`src/rtl/nrzi_pkg.sv`:
```
// Package shared by the NRZI receive path.
//   state_t       : deserializer FSM states (HUNT for sync, DATA inside a frame)
//   DEF_*         : default link constants (word width, words per frame,
//                   sync width/pattern, zero-run length that forces a stuffed 1)
package nrzi_pkg;

  typedef enum logic {
    HUNT = 1'b0,
    DATA = 1'b1
  } state_t;

  localparam int             DEF_DATA_W  = 8;
  localparam int             DEF_NWORDS  = 4;
  localparam int             DEF_SYNC_W  = 8;
  localparam logic [7:0]     DEF_SYNC    = 8'hD5;
  localparam int             DEF_MAX_RUN = 6;

endpackage

```
`src/rtl/nrzi_bit_decoder.sv`:
```
// NRZI line decoder: the inverse of the transmitter's T flip-flop.
// A change of line level since the previous valid sample decodes as 1,
// no change decodes as 0.
//   clk       in   rising-edge clock
//   rst       in   synchronous, active-low reset (line assumed idle low)
//   bit_en    in   line sample valid this cycle
//   nrzi_in   in   sampled line level
//   line_bit  out  decoded bit for the current sample (combinational)
//   bit_vld   out  line_bit is meaningful this cycle
module nrzi_bit_decoder (
  input  logic clk,
  input  logic rst,
  input  logic bit_en,
  input  logic nrzi_in,
  output logic line_bit,
  output logic bit_vld
);

  logic prev_line_reg;

  always_ff @(posedge clk) begin
    if (!rst) begin
      prev_line_reg <= 1'b0;
    end else if (bit_en) begin
      prev_line_reg <= nrzi_in;
    end
  end

  // Decoded bit is used by the FSM on the same edge that stores the new level.
  assign line_bit = nrzi_in ^ prev_line_reg;
  assign bit_vld  = bit_en;

endmodule

```
`src/rtl/nrzi_rx_deser.sv`:
```
// NRZI receive deserializer.
// Decodes the toggle-coded line, hunts for the sync word, removes stuffed
// bits and assembles LSB-first words. After NWORDS words the frame ends
// and the block returns to hunting for sync.
//   clk         in   rising-edge clock
//   rst         in   synchronous, active-low reset
//   bit_en      in   line sample valid; all state holds when 0
//   nrzi_in     in   sampled line level
//   data_out    out  last completed word, held until the next one
//   data_valid  out  1-cycle pulse, data_out updated
//   frame_done  out  1-cycle pulse with the last word of a frame
//   stuff_err   out  1-cycle pulse, zero run too long inside a frame
//   in_frame    out  1 while the FSM is in DATA
module nrzi_rx_deser
  import nrzi_pkg::*;
#(
  parameter int                DATA_W  = DEF_DATA_W,   // >= 3
  parameter int                NWORDS  = DEF_NWORDS,   // >= 1
  parameter int                SYNC_W  = DEF_SYNC_W,   // >= 3
  parameter logic [SYNC_W-1:0] SYNC    = DEF_SYNC,
  parameter int                MAX_RUN = DEF_MAX_RUN
) (
  input  logic              clk,
  input  logic              rst,
  input  logic              bit_en,
  input  logic              nrzi_in,
  output logic [DATA_W-1:0] data_out,
  output logic              data_valid,
  output logic              frame_done,
  output logic              stuff_err,
  output logic              in_frame
);

  localparam int BCNT_W = $clog2(DATA_W + 1);
  localparam int WCNT_W = $clog2(NWORDS + 1);
  localparam int RCNT_W = $clog2(MAX_RUN + 1);

  logic line_bit;
  logic bit_vld;

  nrzi_bit_decoder u_dec (
    .clk      (clk),
    .rst      (rst),
    .bit_en   (bit_en),
    .nrzi_in  (nrzi_in),
    .line_bit (line_bit),
    .bit_vld  (bit_vld)
  );

  state_t              state_reg;
  // Both shift registers keep one bit fewer than their full width: the newest
  // bit comes straight from the decoder and completes the window/word.
  logic [SYNC_W-2:0]   hunt_reg;
  logic [DATA_W-2:0]   shreg_reg;
  logic [BCNT_W-1:0]   bit_cnt_reg;
  logic [WCNT_W-1:0]   word_cnt_reg;
  logic [RCNT_W-1:0]   run_cnt_reg;
  logic [DATA_W-1:0]   data_out_reg;
  logic                data_valid_reg;
  logic                frame_done_reg;
  logic                stuff_err_reg;

  logic [SYNC_W-1:0]   hunt_window;
  logic [DATA_W-1:0]   word_next;
  logic                run_at_max;
  logic                last_bit;
  logic                last_word;

  assign hunt_window = {line_bit, hunt_reg};
  assign word_next   = {line_bit, shreg_reg};
  assign run_at_max  = (run_cnt_reg  == RCNT_W'(MAX_RUN));
  assign last_bit    = (bit_cnt_reg  == BCNT_W'(DATA_W - 1));
  assign last_word   = (word_cnt_reg == WCNT_W'(NWORDS - 1));

  always_ff @(posedge clk) begin
    if (!rst) begin
      state_reg      <= HUNT;
      hunt_reg       <= '0;
      shreg_reg      <= '0;
      bit_cnt_reg    <= '0;
      word_cnt_reg   <= '0;
      run_cnt_reg    <= '0;
      data_out_reg   <= '0;
      data_valid_reg <= 1'b0;
      frame_done_reg <= 1'b0;
      stuff_err_reg  <= 1'b0;
    end else begin
      // Pulses last exactly one cycle and only follow a valid sample.
      data_valid_reg <= 1'b0;
      frame_done_reg <= 1'b0;
      stuff_err_reg  <= 1'b0;

      if (bit_vld) begin
        case (state_reg)
          HUNT: begin
            if (hunt_window == SYNC) begin
              state_reg    <= DATA;
              hunt_reg     <= '0;
              bit_cnt_reg  <= '0;
              word_cnt_reg <= '0;
              run_cnt_reg  <= '0;
            end else begin
              hunt_reg <= hunt_window[SYNC_W-1:1];
            end
          end

          DATA: begin
            if (run_at_max) begin
              if (line_bit) begin
                // Stuffed 1: drop it, it does not count as data.
                run_cnt_reg <= '0;
              end else begin
                // Transmitter failed to stuff: abandon the frame.
                stuff_err_reg <= 1'b1;
                state_reg     <= HUNT;
                bit_cnt_reg   <= '0;
                word_cnt_reg  <= '0;
                run_cnt_reg   <= '0;
              end
            end else begin
              // Zero runs carry across word boundaries inside a frame.
              run_cnt_reg <= line_bit ? '0 : run_cnt_reg + RCNT_W'(1);
              if (last_bit) begin
                bit_cnt_reg    <= '0;
                data_out_reg   <= word_next;
                data_valid_reg <= 1'b1;
                if (last_word) begin
                  frame_done_reg <= 1'b1;
                  state_reg      <= HUNT;
                  word_cnt_reg   <= '0;
                  run_cnt_reg    <= '0;
                end else begin
                  word_cnt_reg <= word_cnt_reg + WCNT_W'(1);
                end
              end else begin
                shreg_reg   <= word_next[DATA_W-1:1];
                bit_cnt_reg <= bit_cnt_reg + BCNT_W'(1);
              end
            end
          end

          default: state_reg <= HUNT;
        endcase
      end
    end
  end

  assign data_out   = data_out_reg;
  assign data_valid = data_valid_reg;
  assign frame_done = frame_done_reg;
  assign stuff_err  = stuff_err_reg;
  assign in_frame   = (state_reg == DATA);

endmodule

```
`config.mk`:
```
export PLATFORM = sky130hd
export DESIGN_NAME = nrzi_rx_deser
export DESIGN_NICKNAME = d
export VERILOG_FILES = /design/src/rtl/nrzi_pkg.sv /design/src/rtl/nrzi_bit_decoder.sv /design/src/rtl/nrzi_rx_deser.sv
export SDC_FILE = /design/constraint.sdc
export NUM_CORES = 1
export LEC_CHECK = 0
export CAP_MARGIN = 10
export CELL_PAD_IN_SITES_DETAIL_PLACEMENT = 0
export CELL_PAD_IN_SITES_GLOBAL_PLACEMENT = 1
export CORE_UTILIZATION = 43
export CTS_CLUSTER_DIAMETER = 120
export DETAILED_ROUTE_END_ITERATION = 8
export GPL_TIMING_DRIVEN = 0
export HOLD_SLACK_MARGIN = 0.12
export PLACE_DENSITY = 0.78
export SLEW_MARGIN = 20
export SYNTH_ARGS = -nofsm -noshare
export SYNTH_HDL_FRONTEND = slang
export SYNTH_HIERARCHICAL = 1
export SYNTH_SLANG_ARGS = --single-unit
```
`constraint.sdc`:
```
create_clock -name clk -period 1.9 [get_ports clk]
set_input_delay 0.285 -clock clk [delete_from_list [all_inputs] [get_ports clk]]
set_output_delay 0.285 -clock clk [all_outputs]
set_load 0.005 [all_outputs]
```
# Word level (Yosys, flattened, before mapping)
# Cells that the tools add are included.
# word_totals
reg_bits	37
elab_cells	62
in_bits	4
# classes
reduce_logical	9
eq_ne	7
n_addsub	3
n_bitwise	6
n_mux	26
# ops
op	count
3-bit 2-to-1 mux	9
4-bit 2-to-1 mux	4
4-bit AND reduction	4
3-bit one-hot mux with 2 select lines	2
8-bit == test, second input constant	1
1-bit 2-to-1 mux	8
4-bit one-hot mux with 2 select lines	1
7-bit 2-to-1 mux	1
3-bit by 1-bit adder with 3-bit output, second input constant	2
1-bit NOT	5
5-bit OR reduction	1
4-bit by 1-bit adder with 4-bit output, second input constant	1
4-bit by 3-bit == test with 1-bit output, second input constant	1
2-bit AND reduction	2
4-bit OR reduction	1
3-bit by 2-bit == test with 1-bit output, second input constant	1
3-bit == test, second input constant	1
3-bit by 1-bit != test with 1-bit output, second input constant	1
3-bit != test, second input constant	1
3-bit AND reduction	1
2-bit != test, second input constant	1
1-bit one-hot mux with 2 select lines	1
1-bit XOR	1

# Logic depth before layout (Yosys ltp)
# Gate-level depths: netlist of the first run.
# logic_depth
depth_word	6
depth_mapped	7
ltp_nobuf	6

# Modules after synthesis
# Netlist of the first run, hierarchy kept.
# by_module_without_submodules
module	instances	cells_each	area_per_inst_um2
nrzi_rx_deser	1	156	1535.2
nrzi_bit_decoder	1	5	52.6

# Least setup slack after synthesis of the first run
# Ideal clock, no wire load.
# synth_path
kind	register to register
from	reg u_dec.prev_line_reg
to	reg bit_cnt_reg[2]
path_stages_with_launch	7
period_less_slack_ns	1.709
path_slack_ns	0.191
setup_time_ns	0.070
t_arrival_ns	1.638
cell_sequence	dfxtp_1 > xor2_1 > buf_6 > and4b_4 > a32oi_4 > or4b_1 > a21oi_1
# synth_between
elab_chain_cells	4
word_cells_on_any_way	5
cone_classes	eq/ne (3); bitwise (1); reduce/logical (1)
# synth_lines
item	line	rtl
from (decl)	nrzi_bit_decoder.sv:19	logic prev_line_reg;
from (signal assigned)	nrzi_bit_decoder.sv:25	prev_line_reg <= nrzi_in;
1-bit XOR *	nrzi_bit_decoder.sv:30	assign line_bit = nrzi_in ^ prev_line_reg;
named net line_bit	nrzi_rx_deser.sv:38	logic line_bit;
8-bit == test	nrzi_rx_deser.sv:96	if (hunt_window == SYNC) begin
2-bit != test (no line)	-	
3-bit AND reduction (no line) *	-	
to (signal assigned)	nrzi_rx_deser.sv:137	bit_cnt_reg <= bit_cnt_reg + BCNT_W'(1);
to (decl)	nrzi_rx_deser.sv:55	logic [BCNT_W-1:0] bit_cnt_reg;
# The timed path passes the listed nets; every way through them passes the cells marked *.
# A chain may end at the register's enable or synchronous reset.

# Worst setup path in the final report of the first run
# layout_path
from	reg run_cnt_reg[0]
to	reg run_cnt_reg[1]
# layout_between
elab_chain_cells	6
word_cells_on_any_way	7
cone_classes	add/sub (1); eq/ne (1); mux (5)
# layout_lines
item	line	rtl
from (decl)	nrzi_rx_deser.sv:57	logic [RCNT_W-1:0] run_cnt_reg;
from (signal assigned)	nrzi_rx_deser.sv:122	run_cnt_reg <= line_bit ? '0 : run_cnt_reg + RCNT_W'(1);
3-bit by 1-bit adder with 3-bit output	nrzi_rx_deser.sv:122	
3-bit 2-to-1 mux	nrzi_rx_deser.sv:122	
3-bit 2-to-1 mux	nrzi_rx_deser.sv:127	if (last_word) begin
3-bit 2-to-1 mux	nrzi_rx_deser.sv:123	if (last_bit) begin
3-bit 2-to-1 mux *	nrzi_rx_deser.sv:108	if (run_at_max) begin
3-bit one-hot mux with 2 select lines *	nrzi_rx_deser.sv:94	case (state_reg)
# Mark *: on every way between the ends. The rest lies on a longest branch, timed or not.

==> results of run 1 <==
-- layer usage --
metal	up-vias	track usage	routed length, um
li1	621	-	-
met1	600	0.201	1420
met2	32	0.323	1600
met3	8	0.0547	156
met4	0	0.0698	61
met5	-	0	0
-- where the power goes --
| part | total (mW) | switching [mW] | internal, mW |
|---|---|---|---|
| sequential | 0.782 | 0.00298 | 0.779 |
| combinational | 0.0624 | 0.0380 | 0.0244 |
| clock | 0.522 | 0.270 | 0.253 |
| total | 1.37 | 0.311 | 1.06 |
-- cell type report --
| type | count | share of cell area |
|---|---|---|
| buffer | 10 | 0.0300 |
| clock buffer | 5 | 0.0359 |
| clock inverter | 3 | 0.00913 |
| inverter | 3 | 0.00587 |
| multi-input combinational | 112 | 0.417 |
| sequential | 37 | 0.386 |
| tap | 46 | 0.0300 |
| timing repair buffer | 17 | 0.0855 |
-- cell usage after synthesis, drive strengths merged --
master	number
and3b	1
nor3	1
nor4	1
dfxtp	37
or4b	1
or3	2
clkbuf	4
a2111oi	1
a21oi	7
nand3b	1
or2	1
buf	6
nor2b	2
a22oi	4
mux2i	21
a32oi	1
nand2	5
and4b	1
nand4	2
and3	1
o41ai	1
a21bo	1
and2	2
ha	4
a32o	1
o311a	1
nand2b	1
xor2	2
and2b	1
o311ai	1
or4	3
inv	3
nor2	29
nand3	3
a211o	1
o21ai	6
and4bb	1
-- repair_timing --
action	CTS	global route
setup endpoints to repair	6	20
buffers inserted	2	0
gates cloned	1	0
resized for setup	2	3
pin swaps	4	0
-- critical path: stages (launching register included) --
cell,delay [ps]
sky130_fd_sc_hd__dfxtp_1,370
sky130_fd_sc_hd__inv_1,60
sky130_fd_sc_hd__ha_1,230
sky130_fd_sc_hd__a21bo_4,260
sky130_fd_sc_hd__a211o_1,260
sky130_fd_sc_hd__or4_1,420
sky130_fd_sc_hd__a21oi_1,150
-- worst paths after layout --
check                                from                                to  slack (ps)
max           run_cnt_reg[0]$_SDFFE_PN0P_       run_cnt_reg[1]$_SDFFE_PN0P_          80
min                               nrzi_in  u_dec/prev_line_reg$_SDFFE_PN0P_         430
max reg2reg   run_cnt_reg[0]$_SDFFE_PN0P_       run_cnt_reg[1]$_SDFFE_PN0P_          80
min reg2reg  word_cnt_reg[2]$_SDFFE_PN0P_      word_cnt_reg[2]$_SDFFE_PN0P_         460
-- cells by family after synthesis --
family          after synthesis  share of synthesized area
buf+inv                      13                     0.0418
xor+xnor                      2                     0.0110
fa+ha+maj                     4                     0.0315
simple gates                 59                      0.194
compound gates               25                      0.123
mux                          21                      0.132
flops                        37                      0.467
==> results.md, run 1 <==
- In the global route stage, overall resource usage came out at 0.182.
- The data arrival time of the worst path is between 2000 and 2500 ps.
- The number of global-route vias before repair came to approximately 1,300.
- The cell sitting at the root of the clock tree is a sky130_fd_sc_hd__clkbuf_8.
- The worst setup path is launched from a flop.
- The clock passes through at most 2 buffers.
- The distinct cell type count of the synthesized netlist is between 40 and 50.
- The final hold violation count is 0.
- Buffers inserted during clock tree synthesis total 5.
- The per-cell routed wire length is 13.9 um.
- The leading cell type in the layout, fill and taps excluded is sky130_fd_sc_hd__dfxtp_1.
- The hold-critical path depth is 3.
- The number of cells on the worst reg-to-reg path is 6.
- After synthesis the cells add up to 1590 um2.
- The site row count is 21.
- The sequential area share after synthesis is 0.467.
- Compared with the post-synthesis result, the final layout area differs by 20.8%.
- The register with the most flip-flops in the layout has 8 of them.
- The number of optimization iterations in the first detailed-route pass is 5.
- For this run the aggregate overflow at the end of global routing stands at 0.
- The worst clock skew is between 6 and 7 ps.
- The worst-case IR drop observed on VDD is about 0.45 mV.
- The cell total after placement is 222.
- The initial cell density of the core is 0.461.
- The worst setup slack before clock tree synthesis is -422 ps.
- The final count of pins violating max slew was 0.
- The number of filler cells placed in the layout is 303.
- The top cell type's share of synthesized area is 0.467.
- The die covers ~4000 um2.
- Counting every sink on the clock net gives 37.
- The flip-flop and latch count after synthesis is 37.
- Summing all non-filler instances in the final layout gives an area of about 1900 um2.
- Along the worst path, the maximum fanout reaches 9.
- During I/O placement, the number of pins put on the boundary was 16.
- The achievable frequency is between 500 and 600 MHz.
- Synthesis produced a netlist whose cell count is roughly 160.
- The final net count is slightly below 200.
- For the worst-skew pair, the clock arrives at the later sink with an insertion delay of 290 ps.
- At the end of the flow the core is filled with cells to 0.557.
- The leakage power summed over all cells is 0.832 nW.
- The non-filler instance count after layout is roughly 230.
- Across the whole layout, storage elements account for 741 um2.
- The worst path in the final design needs a cycle of between 1500 and 2000 ps, including I/O delays and setup.
- Across the run, the number of max-cap violations was 0.
- After synthesis, the cell types taking the most area are sky130_fd_sc_hd__dfxtp_1 (47%), sky130_fd_sc_hd__mux2i_1 (13%), sky130_fd_sc_hd__nor2_1 (6.9%).
- The hold buffer count at cts is 0.
- The max-slew headroom at the worst pin is 0.675.
- The fraction of final layout cells sized beyond drive strength 1 is 0.144.
- Leaving out fill and tap cells, the most frequent cells in the layout are sky130_fd_sc_hd__dfxtp_1 (37), sky130_fd_sc_hd__nor2_1 (29), sky130_fd_sc_hd__mux2i_1 (21).
- The initial antenna violation count is 0.
- At the pin with the least slew margin, the transition time is 487 ps.
- The first global-routing pass estimated between 5000 and 6000 um of wire.
- The total area of multi-input combinational cells is about 800 um2.
- In the routed layout, each cell is associated on average with a via count of around 5.4.
- The largest net degree at the start of global routing is 13.
- Counting every net in the synthesized netlist gives between 150 and 200.
- Detailed placement ended at an HPWL of 2230 um.
- STA classifies the critical path endpoint as a flop.
- The setup path with the least slack is of type reg2reg.
- The CTS tree is done.
- After clock tree synthesis, the clock-pin slew on the worst setup and hold paths is 70 ps.
- 0 antenna diodes ended up in the layout.
- Setup repair after global routing left no endpoint under its margin.
- The core outline area is 3440 um2.
- The power density over the cells is 713 nW/um2.
- The H-tree was split into 2 levels.
- The post-detailed-placement cell area is between 1500 and 2000 um2.
- The total length of routed wires is between 3000 and 4000 um.
- The share of the clock period used by the worst path is 0.960.
- The via total after detailed routing is about 1,300.
- Dividing the synthesized area by the synthesized cell count gives slightly below 10 um2.
- The DRC violations left is 0.
- The die height is around 63 um.
- In the final timing run, aggregate negative setup slack is 0 ps.
- The congestion estimate from routability-driven global placement came to 0.727.
- The worst hold slack after final layout is around 430 ps.
- During placement, the flow inserted port buffers numbering 15.
- The type of the tightest min-delay check is in2reg.
- The worst path required time is roughly 2100 ps.
- The final worst slack is 76.4 ps.
- Summing internal, switching and leakage power gives around 1.4 mW.
- Setup violations remaining at the end of the flow were counted as 0.
- The flow ran to the end, and the final reports show no timing, DRC or antenna violations.
- The floorplan step set the die width to 62.8 um.
- The detail route stage leaves a number of antenna-violating nets equal to 0.
- During synthesis, Yosys emitted a total of 6 warnings.
- The top cell type by total area after synthesis is sky130_fd_sc_hd__dfxtp_1.
- The number of DRC markers in iteration 0 is 70.
Power figures use the tool's default switching activity.
==> run 2, diff against run 1 <==
Settings changed: CORE_UTILIZATION 43 to 35, PLACE_DENSITY 0.78 to 0.69, TNS_END_PERCENT set to 50.
Clock period 1.9 ns to 1.5 ns, I/O delays scaled along.
==> results.md, run 2 (synthesis gave the netlist of run 1 again) <==
- The initial cell density of the core is 0.365 (was 0.461).
- The post-route cell area came to 2150 um2 (was 1920 um2).
- The final count of pins violating max slew is 0 (unchanged).
- The number of global-route vias before repair is 1,288 (was 1,251).
- The number of filler cells placed in the layout was 405 (was 303).
- The post-detailed-placement cell area is 1820 um2 (was 1800 um2).
- The final reports fail on negative setup slack.
- The total negative slack for setup checks is -1630 ps (was 0 ps).
- The type of the setup path with the least slack was reg2reg (unchanged).
- The beginning of the worst register-to-register path is u_dec/prev_line_reg$_SDFFE_PN0P_ (was run_cnt_reg[0]$_SDFFE_PN0P_).
- Status: complete, but fails checks (was finished, final reports clean).
- The cell chosen for the clock root is sky130_fd_sc_hd__clkbuf_8 (unchanged).
- The fraction of final layout cells sized beyond drive strength 1 was 0.296 (was 0.144).
- The hold-critical path depth is 2 (was 3).
- The total number of H-tree levels is 2 (unchanged).
- The worst vdd rail ir drop is 0.421 mV (was 0.447 mV).
- The leakage power summed over all cells is 0.926 nW (was 0.832 nW).
- The largest net degree at the start of global routing is 13 (unchanged).
- The number of port buffers is 15 (unchanged).
- The share of the clock period used by the worst path is 1.12 (was 0.960).
- The number of optimization iterations in the first detailed-route pass is 4 (was 5).
- The wire length of the first global-routing pass came to 6020 um (was 5550 um).
- The footprint of the flip-flops and latches came to 746 um2 (was 741 um2).
- The worst clock skew is 5.80 ps (was 6.23 ps).
- The pin slew with the least headroom to its limit was 431 ps (was 487 ps).
- The delay contributed by the slowest stage of the critical path is 510 ps (was 420 ps).
- The achievable frequency is 598 MHz (was 548 MHz).
- The DRC violations left is 0 (unchanged).
- The final global-route overflow total is 0 (unchanged).
- The leading cell type in the layout, fill and taps excluded is sky130_fd_sc_hd__dfxtp_1 (unchanged).
- The launching element type of the critical path is a flop (unchanged).
- The core outline area is 4350 um2 (was 3440 um2).
- The worst path required time was 1720 ps (was 2110 ps).
- The buffering stage count on the worst path with inverters included is 0 (was 1).
- The area of the die was 4810 um2 (was 3940 um2).
- Cells along the critical path: xor2_2 > and4b_4 > a32oi_4 > or4b_4 > a21oi_2 (was inv_1 > ha_1 > a21bo_4 > a211o_1 > or4_1 > a21oi_1).
- The count of inserted antenna diode cells came to 0 (unchanged).
- The gate family responsible for the most delay along the worst path is simple AND/OR/NAND/NOR gates (was compound AO/OA/AOI/OAI gates).
- The power density over the cells is 922 nW/um2 (was 713 nW/um2).
- The cell with the biggest individual delay on the critical path is sky130_fd_sc_hd__or4b_4 (was sky130_fd_sc_hd__or4_1).
- The number of max-cap violations was 0 (unchanged).
- The final hold violation count is 0 (unchanged).
- The number of routed nets with antenna violations is 0 (unchanged).
- The non-filler instance count after layout is 248 (was 233).
- The clock sink total is 37 (unchanged).
- The launching instance or port of the critical path is u_dec/prev_line_reg$_SDFFE_PN0P_ (was run_cnt_reg[0]$_SDFFE_PN0P_).
- The max-slew headroom at the worst pin is 0.713 (was 0.675).
- The top layer used by detailed routing is met4 (unchanged).
- The clock transition at the register clock pins on the worst setup and hold paths after CTS is 70 ps (about the same).
- The data arrival time of the worst path is 1890 ps (was 2030 ps).
- The detailed placer's ending HPWL came to 2320 um (was 2230 um).
- Setup repair after global routing missed its margin: true (was false).
- The I/O pin total came to 16 (unchanged).
- The final worst slack is -173 ps (was 76.4 ps).
- The die outline width was 69.4 um (was 62.8 um).
- The maximum net fanout on the critical path was 5 (was 9).
- The final net count is 203 (was 194).
- The total routing resource utilization after global routing came to 0.157 (was 0.182).
- The final critical-path required period was 1670 ps (was 1820 ps).
- The total length of routed met2 wires is 1830 um (was 1600 um).
- The via total after detailed routing is 1,271 (was 1,261).
- The type of the tightest min-delay check is in2reg (unchanged).
- The flop-to-flop setup slack is -170 ps (was 80 ps).
- The CTS tree is done (unchanged).
- The met1 wire length was 1650 um (was 1420 um).
- The number of setup violations in the final report came to 20 (was 0).
- The reg-to-reg endpoint is bit_cnt_reg[2]$_SDFFE_PN0P_ (was run_cnt_reg[1]$_SDFFE_PN0P_).
- The wire length on met3 came to 103 um (was 156 um).
- The number of cells on the worst reg-to-reg path came to 5 (was 6).
- The die height came to 69.4 um (was 62.8 um).
- The critical hold path startpoint is rst (was nrzi_in).
- The hold path endpoint is word_cnt_reg[2]$_SDFFE_PN0P_ (was u_dec/prev_line_reg$_SDFFE_PN0P_).
- The cell total after placement came to 228 (was 222).
- The number of buffers added by the clock tree synthesis step is 5 (unchanged).
- The latest clock arrival within the worst-skew pair came to 290 ps (about the same).
- The total area of multi-input combinational cells was 887 um2 (was 801 um2).
- The kind of end point of the critical path is a flop (unchanged).
- The total length of routed wires is 3600 um (was 3240 um).
- The area overhead of the layout relative to synthesis is 35.6% (was 20.8%).
- The site row count came to 24 (was 21).
- The weighted congestion at the end of routability-driven global placement came to 0.797 (was 0.727).
- The number of DRC markers in iteration 0 is 57 (was 70).
- The average vias per placed instance is 5.13 (was 5.41).
- The per-cell routed wire length is 14.5 um (was 13.9 um).
- Commonest cells after routing, fill and taps aside: sky130_fd_sc_hd__dfxtp_1 (33), sky130_fd_sc_hd__nor2_1 (29), sky130_fd_sc_hd__mux2i_1 (21) (was sky130_fd_sc_hd__dfxtp_1 (37), sky130_fd_sc_hd__nor2_1 (29), sky130_fd_sc_hd__mux2i_1 (21)).
- The maximum clock insertion buffer count is 2 (unchanged).
- The initial antenna violation count is 0 (unchanged).
- The number of flip-flops in the largest register is 8 (unchanged).
- The worst hold slack after final layout came to 406 ps (was 429 ps).
run 2: how the worst max path moves through the flow:
stage,to,slack (ps),cells past startpoint
4_1_cts,bit_cnt_reg[2]$_SDFFE_PN0P_,-270,6
3_3_place_gp,run_cnt_reg[1]$_SDFFE_PN0P_,-710,7
5_1_grt,run_cnt_reg[0]$_SDFFE_PN0P_,-240,6
6_report,bit_cnt_reg[2]$_SDFFE_PN0P_,-170,5
3_5_place_dp,bit_cnt_reg[2]$_SDFFE_PN0P_,-750,7
2_1_floorplan,run_cnt_reg[1]$_SDFFE_PN0P_,-150,6
run 2: power by group:
part	switching, mW	internal [mW]	leakage [nW]
logic	0.0500	0.0319	0.568
clock network	0.371	0.541	0.0574
registers	0.00472	0.987	0.300
run 2: through the flow:
step	power (mW)	worst slack (ps)	utilization
after global placement	1.09	-709	0.418
after CTS	2.00	-274	0.484
final	1.98	-173	0.495
after floorplan	1.06	-147	-
after detailed placement	1.09	-755	0.418
after global routing	2.06	-243	0.495
run 2: what timing repair did:
item | CTS | global route
buffers inserted | 14 | 0
pin swaps | 9 | 5
hold buffers | 0 | 0
resized for setup | 17 | 19
endpoints found under the setup margin | 34 | 34
run 2: layout make-up:
| cell class | count | share of cell area |
|---|---|---|
| plain buffers | 8 | 0.0261 |
| flip-flops and latches | 37 | 0.346 |
| clock inverters | 2 | 0.0174 |
| clock buffers | 6 | 0.0383 |
| multi-input cells | 111 | 0.412 |
| inverters | 3 | 0.00697 |
| repair buffers | 29 | 0.123 |
| well taps | 52 | 0.0302 |
run 2: metal layers:
| layer | track usage | up-vias |
|---|---|---|
| met5 | 0 | - |
| met4 | 0.0431 | 0 |
| met3 | 0.0509 | 5 |
| met2 | 0.273 | 16 |
| met1 | 0.184 | 620 |
| li1 | - | 630 |
